$ cat src/rtl/jk_reg_bank.sv
// Bank of JK flip-flops with up/down counter and toggle-mask modes; Q/WRAP/CHG registered (1 edge), TC/QN combinational.
// No flow control: every enabled edge is applied, so there is no backpressure.
module jk_reg_bank #(
  parameter int WIDTH = 8,
  parameter int SAT   = 0
) (
  input  logic             CLOCK_50,
  input  logic             RST_N,
  input  logic             EN,
  input  logic [1:0]       MODE,
  input  logic [WIDTH-1:0] J,
  input  logic [WIDTH-1:0] K,
  input  logic             LOAD,
  input  logic [WIDTH-1:0] D,
  output logic [WIDTH-1:0] Q,
  output logic [WIDTH-1:0] QN,
  output logic             TC,
  output logic             WRAP,
  output logic             CHG
);

  localparam logic [1:0] MODE_JK = 2'b00;
  localparam logic [1:0] MODE_UP = 2'b01;
  localparam logic [1:0] MODE_DN = 2'b10;
  localparam logic [WIDTH-1:0] ONE = {{(WIDTH-1){1'b0}}, 1'b1};

  logic [WIDTH-1:0] q_nxt;
  logic             wrap_nxt;
  logic             chg_nxt;

  assign QN = ~Q;

  always_comb begin
    TC = 1'b0;
    case (MODE)
      MODE_UP: TC = &Q;
      MODE_DN: TC = ~|Q;
      default: TC = 1'b0;
    endcase
  end

  // TC doubles as the "next step would wrap or saturate" condition in counter modes.
  always_comb begin
    q_nxt    = Q;
    wrap_nxt = 1'b0;
    if (LOAD) begin
      q_nxt = D;
    end else if (EN) begin
      case (MODE)
        MODE_JK: q_nxt = (J & ~Q) | (~K & Q);
        MODE_UP: begin
          if (TC) begin
            wrap_nxt = 1'b1;
            q_nxt    = (SAT != 0) ? Q : '0;
          end else begin
            q_nxt = Q + ONE;
          end
        end
        MODE_DN: begin
          if (TC) begin
            wrap_nxt = 1'b1;
            q_nxt    = (SAT != 0) ? Q : '1;
          end else begin
            q_nxt = Q - ONE;
          end
        end
        default: q_nxt = Q ^ J;
      endcase
    end
  end

  assign chg_nxt = (q_nxt != Q);

  always_ff @(posedge CLOCK_50) begin
    if (!RST_N) begin
      Q    <= '0;
      WRAP <= 1'b0;
      CHG  <= 1'b0;
    end else begin
      Q    <= q_nxt;
      WRAP <= wrap_nxt;
      CHG  <= chg_nxt;
    end
  end

endmodule

$ cat config.mk
export PLATFORM = sky130hd
export DESIGN_NAME = jk_reg_bank
export DESIGN_NICKNAME = d
export VERILOG_FILES = /design/src/rtl/jk_reg_bank.sv
export SDC_FILE = /design/constraint.sdc
export NUM_CORES = 1
export LEC_CHECK = 0
export ABC_AREA = 1
export ABC_CLOCK_PERIOD_IN_PS = 5200
export CORE_MARGIN = 8
export CORE_UTILIZATION = 50
export CTS_CLUSTER_SIZE = 12
export DETAILED_ROUTE_END_ITERATION = 8
export MAX_ROUTING_LAYER = met4
export PLACE_DENSITY = 0.9
export SLEW_MARGIN = 25
export SYNTH_ARGS = -nofsm -noshare
export SYNTH_HDL_FRONTEND = slang
export SYNTH_SLANG_ARGS = --single-unit
$ cat constraint.sdc
create_clock -name CLOCK_50 -period 5.2 [get_ports CLOCK_50]
set_clock_uncertainty 0.05 [all_clocks]
set_input_delay 0.52 -clock CLOCK_50 [delete_from_list [all_inputs] [get_ports CLOCK_50]]
set_output_delay 0.52 -clock CLOCK_50 [all_outputs]
set_load 0.01 [all_outputs]
== Word-level counts from Yosys, hierarchy flattened ==
Index checks and enable logic that the tools add are counted.

* Register bits after elaboration: 10
* Latch bits: 0
* RAM bits: 0
* Bits in read-only memories: 0
* Input bits: 30
* Output and inout bits: 19
* Logic and storage cells: 30
* Memories kept: 0

* Add/subtract/negate cells: 2
* Multipliers: 0
* Divide/modulo/power cells: 0
* $lt $le $gt $ge: 0
* Equality and inequality tests: 3
* Shifts and indexed selects: 0
* Multiplexer cells: 7
* Bitwise logic cells: 9
* Reductions and logical operators: 6

{| class="wikitable"
|+ Operators with widths
! cell !! number
|-
| $mux W8 || 4
|-
| $pmux W8 S3 || 1
|-
| $and A8 B8 Y8 || 2
|-
| $not A8 Y8 || 2
|-
| $add A8 B1 Y8 const B || 1
|-
| $ne A8 B8 Y1 || 1
|-
| $or A8 B8 Y8 || 1
|-
| $reduce_and A8 Y1 || 1
|-
| $reduce_or A8 Y1 || 1
|-
| $sub A8 B1 Y8 const B || 1
|-
| $xor A8 B8 Y8 || 1
|-
| $reduce_or A4 Y1 || 1
|-
| $not A1 Y1 || 3
|-
| $eq A2 B1 Y1 const B || 1
|-
| $eq A2 B2 Y1 const B || 1
|-
| $logic_not A2 Y1 || 1
|-
| $pmux W1 S2 || 1
|-
| $reduce_or A2 Y1 || 1
|-
| $logic_not A1 Y1 || 1
|-
| $mux W1 || 1
|}

== Depth between registers and ports, before layout ==
* Word-level depth: 8
* Depth in mapped cells: 21
* Depth with buffers taken out: 19

== Least setup slack after synthesis ==
OpenSTA, ideal clock, no wires.

* Path type: reg-to-reg
* From: register Q[0]
* To: register CHG
* Arrival: 2.016 ns
* Data required time: 5.032 ns
* Setup slack: 3.016 ns
* Cell stages (with the launch flop): 21
* Cell sequence: dfxtp_1 buf_2 inv_2 ha_1 nand2_1 nor2_1 nand3_1 nand2_1 nand2_2 buf_6 nand3_1 nand3_1 nand2_1 nand2_1 nand2_1 nand2_1 nand2_1 nor2_1 nand2_1 nor2_1 nor2_1

* Elaborated cells on any way between the ends: 17

{| class="wikitable"
|+ RTL lines
! what !! line !! text
|-
| from (decl) || 15 || <nowiki>output logic [WIDTH-1:0] Q,</nowiki>
|-
| from (signal assigned) || 80 || <nowiki>Q <= q_nxt;</nowiki>
|-
| $not A8 Y8 || - ||
|-
| via QN[0] || 16 || <nowiki>output logic [WIDTH-1:0] QN,</nowiki>
|-
| $and A8 B8 Y8 || 50 || <nowiki>MODE_JK: q_nxt = (J & ~Q) | (~K & Q);</nowiki>
|-
| $or A8 B8 Y8 || 50 ||
|-
| $pmux W8 S3 || 49 || <nowiki>case (MODE)</nowiki>
|-
| $mux W8 || 48 || <nowiki>end else if (EN) begin</nowiki>
|-
| $mux W8 || 46 || <nowiki>if (LOAD) begin</nowiki>
|-
| $ne A8 B8 Y1 || 72 || <nowiki>assign chg_nxt = (q_nxt != Q);</nowiki>
|-
| to (signal assigned) || 82 || <nowiki>CHG <= chg_nxt;</nowiki>
|-
| to (decl) || 19 || <nowiki>output logic CHG</nowiki>
|}

The timed path passes the listed nets, and every way through them passes these cells.
A chain may end at the register's enable or synchronous reset.

== Worst setup path after layout ==
* From: input MODE[0]
* To: output TC

* Cells in the longest elaborated chain, start to end: 2
* Elaborated cells on any way between the ends: 3

{| class="wikitable"
|+ Ends and longest elaborated chain
! what !! line !! text
|-
| from (decl) || 10 || <nowiki>input logic [1:0] MODE,</nowiki>
|-
| $eq A2 B2 Y1 / $eq A2 B1 Y1 (equally long branches) || 35 || <nowiki>case (MODE)</nowiki>
|-
| $pmux W1 S2 (*) || 35 ||
|-
| to (decl) || 17 || <nowiki>output logic TC,</nowiki>
|}

Every way passes the cells marked *; elsewhere a longest branch is shown, timed or not.

==> results.rst <==
.. list-table::
   :header-rows: 1

   * - Metric
     - Value
   * - Outcome
     - finished, final reports clean
   * - Unique cell type count in the Yosys netlist
     - 27
   * - Top delay family on crit path
     - buffers and inverters
   * - Total DRC errors in the routed layout
     - 0
   * - Leading cell type in the layout, fill and taps excluded
     - nand2_1
   * - Period utilisation layout
     - 0.568
   * - Required time of the critical path
     - 4630 ps
   * - Reg2reg start
     - Q[0]
   * - Total stage count of the critical path
     - 8
   * - Worst path buffer plus inverter count
     - 4
   * - Startpoint type of the worst setup path
     - input port
   * - Post-layout nets
     - 349
   * - Area of all placed cells without fillers
     - 1910 sq um
   * - Reg2Reg Capture Point
     - CHG
   * - Row count
     - 20
   * - Crit path capture type
     - output pin
   * - Layout overhead on the synthesized area
     - 26.6%
   * - Final hold slack
     - 772 ps
   * - Die area
     - 5030 sq um
   * - Pin count of the biggest net entering global routing
     - 18
   * - Antenna diode count
     - 0
   * - Number of setup violations in the final report
     - 0
   * - Sum of net half-perimeters after detailed placement
     - 3420 microns
   * - Number of optimization iterations in the first detailed-route pass
     - 4
   * - Sequential element share of the synthesized area
     - 0.133
   * - Power per standard cell area
     - 166 nW/um^2
   * - Maximum fanout encountered on the critical timing path
     - 14
   * - Crit. Startpoint
     - MODE[0]
   * - Number of buffers added for setup after CTS
     - 0
   * - Post-Synthesis Mean Instance Area
     - 5.48 sq um
   * - Die boundary width
     - 70.9 microns
   * - Max-slew headroom at the worst pin
     - 0.588
   * - Root Driver
     - clkbuf_4
   * - Worst-Margin Slew
     - 616 ps
   * - Detailed router's first-iteration violation count
     - 106
   * - Worst min-delay path class
     - flip-flop to flip-flop
   * - Number of inserted filler cells in the final layout
     - 286
   * - Detailed-route wire length per cell
     - 12.6 microns
   * - Num CTS Buffers
     - 3
   * - Max capacitance violation total
     - 0
   * - Net count after synthesis
     - 311
   * - Number of warnings issued by yosys
     - 0
   * - Max stage delay on crit path
     - 530 ps
   * - Initial antenna violation count
     - 0
   * - Fin. max-slew vios
     - 0
   * - Post-route core utilization
     - 0.647
   * - Hold Vio Cnt, Final
     - 0
   * - Vertical die dimension
     - 70.9 microns
   * - Crit path DAT
     - 2380 ps
   * - Wire length of the first global-routing pass
     - 7360 microns
   * - Clock tree from TritonCTS
     - built
   * - Via count normalized by instance count
     - 5.12
   * - Top achievable clock speed
     - 339 MHz
   * - Hold-fix buffer count after cts
     - 0
   * - Clock latency of the later-clocked register in the worst-skew pair
     - 270 ps
   * - Initial Util
     - 0.511
   * - Worst setup path class
     - input port to output pin
   * - Most used cells in the layout excluding fill and tap cells
     - nand2_1, clkdlybuf4s50_1, nand3_1
   * - Total of cells resized after clock tree synthesis
     - 0
   * - Capture point of the worst path
     - TC
   * - Clock transition at the registers of the reported paths
     - 70 ps
   * - Global-route total usage across every layer
     - 0.179
   * - Cell area after synthesis
     - 1510 sq um
   * - Number of global-route vias before repair
     - 1667
   * - Fraction of final layout cells with drive strength greater than 1
     - 0.0611
   * - GPL Wtd Cong
     - 0.931
   * - Critical-path top delay cell
     - clkdlybuf4s50_1
   * - Routed wire length
     - 4350 microns
   * - Standard cell core area
     - 2950 sq um
   * - Standard cell area after detailed placement
     - 1890 sq um
   * - Maximum vdd drop
     - 0.148 mV
   * - Clock Path Buffers
     - 2
   * - Deepest level of the CTS H-tree
     - 1
   * - DR vias
     - 1760
   * - Path depth of the worst reg2reg path
     - 18
   * - ANT nets after route
     - 0
   * - Gate count after technology mapping
     - 275
   * - IO Count
     - 49
   * - Time the worst path needs with I/O delays and setup
     - 2950 ps
   * - Reg2Reg Setup Slack
     - 2670 ps
   * - Unrepaired setup endpoints after global routing
     - no
   * - Clock net sink count
     - 10
   * - Total congestion overflow after global routing
     - 0
   * - Critical Path, Cell by Cell
     - clkdlybuf4s50_1 -> inv_1 -> ha_1 -> nand3_1 -> nand2_1 -> nand2_2 -> inv_1 -> clkdlybuf4s50_1
   * - LEAKAGE
     - 0.989 nW
   * - Setup TNS
     - 0 ps
   * - Buffers added on ports
     - 48
   * - Flip-flop and latch count after synthesis
     - 10
## Yosys cell counts, drive strengths merged
master	instances	share of area
clkbuf	2	0.0050
xor2	4	0.023
dfxtp	10	0.13
inv	34	0.086
nand4	3	0.012
xnor2	4	0.023
nand3	33	0.12
nor2	31	0.079
nand3b	2	0.010
clkinv	1	0.0025
ha	6	0.050
nor4	1	0.0042
or2	3	0.012
o21ai	5	0.017
nand2	100	0.26
buf	13	0.090
nor3	1	0.0033
a21oi	22	0.073
## stage by stage
step	instances	setup WS (ps)	total power (W)
6_report	344	2250	0.000317
5_1_grt	344	2070	0.000340
3_5_place_dp	341	2230	0.000260
2_1_floorplan	275	3020	0.000206
4_1_cts	344	2230	0.000316
3_3_place_gp	341	2310	0.000259
## how the worst min path moves through the flow
stage          start   end  slack (ps)  cells after the start
3_5_place_dp    Q[1]  Q[1]         760                      4
3_3_place_gp    Q[1]  Q[1]         720                      4
6_report        Q[1]  Q[1]         770                      4
2_1_floorplan  RST_N  Q[3]         690                      2
4_1_cts         Q[1]  Q[1]         770                      4
5_1_grt         Q[6]  Q[6]         840                      4
## power by group
group / switching, W / internal [W] / total, W / leakage, nW
sequential: 0.0000175 / 0.0000821 / 0.0000996 / 0.0831
combinational: 0.0000826 / 0.0000774 / 0.000160 / 0.892
clock: 0.0000307 / 0.0000269 / 0.0000575 / 0.0138
total: 0.000131 / 0.000186 / 0.000317 / 0.989
## cell type report
type / instances / area, sq um / share of cell area
inverters: 35 / 134 / 0.0701
repair buffers: 48 / 480 / 0.252
multi-input cells: 215 / 1030 / 0.540
flip-flops and latches: 10 / 200 / 0.105
clock buffers: 3 / 22.5 / 0.0118
well taps: 33 / 41.3 / 0.0216
## cell families after synthesis
family,share of synthesized area
and+or+nand+nor,0.498
buffers and inverters,0.183
AOI/OAI and AO/OA,0.0896
DFF,0.133
xor gates and xnor gates,0.0465
adders and majority gates,0.0498
## per-layer routing
layer  wire length [microns]  vias to the layer above  track usage  share of wire
met2                    2000                       63        0.277           0.46
met1                    2030                      764        0.231           0.47
met5                       0                        -            -              0
met4                      48                        0       0.0647          0.011
li1                        -                      928            -              -
met3                     270                        5       0.0226          0.062
## worst reg2reg max path: stages (launching register included)
cell and delay (ps):
dfxtp_1 600, inv_2 150, ha_1 270, nand2_1 90, nor2_1 50, nand3_1 120, nand2_1 70, nand2_2 190
nand3_1 120, nand3_1 100, nand2_1 90, nand2_2 80, nand2_2 50, nand2_1 50, nand2_1 50, nor2_1 80
nand2_1 70, nor2_1 90, nor2_1 40
## registers in the layout (all words and copies together), names as in the netlist
register and count:
CHG 1, Q 8, WRAP 1
No activity file was read; power rests on OpenSTA's default activity.
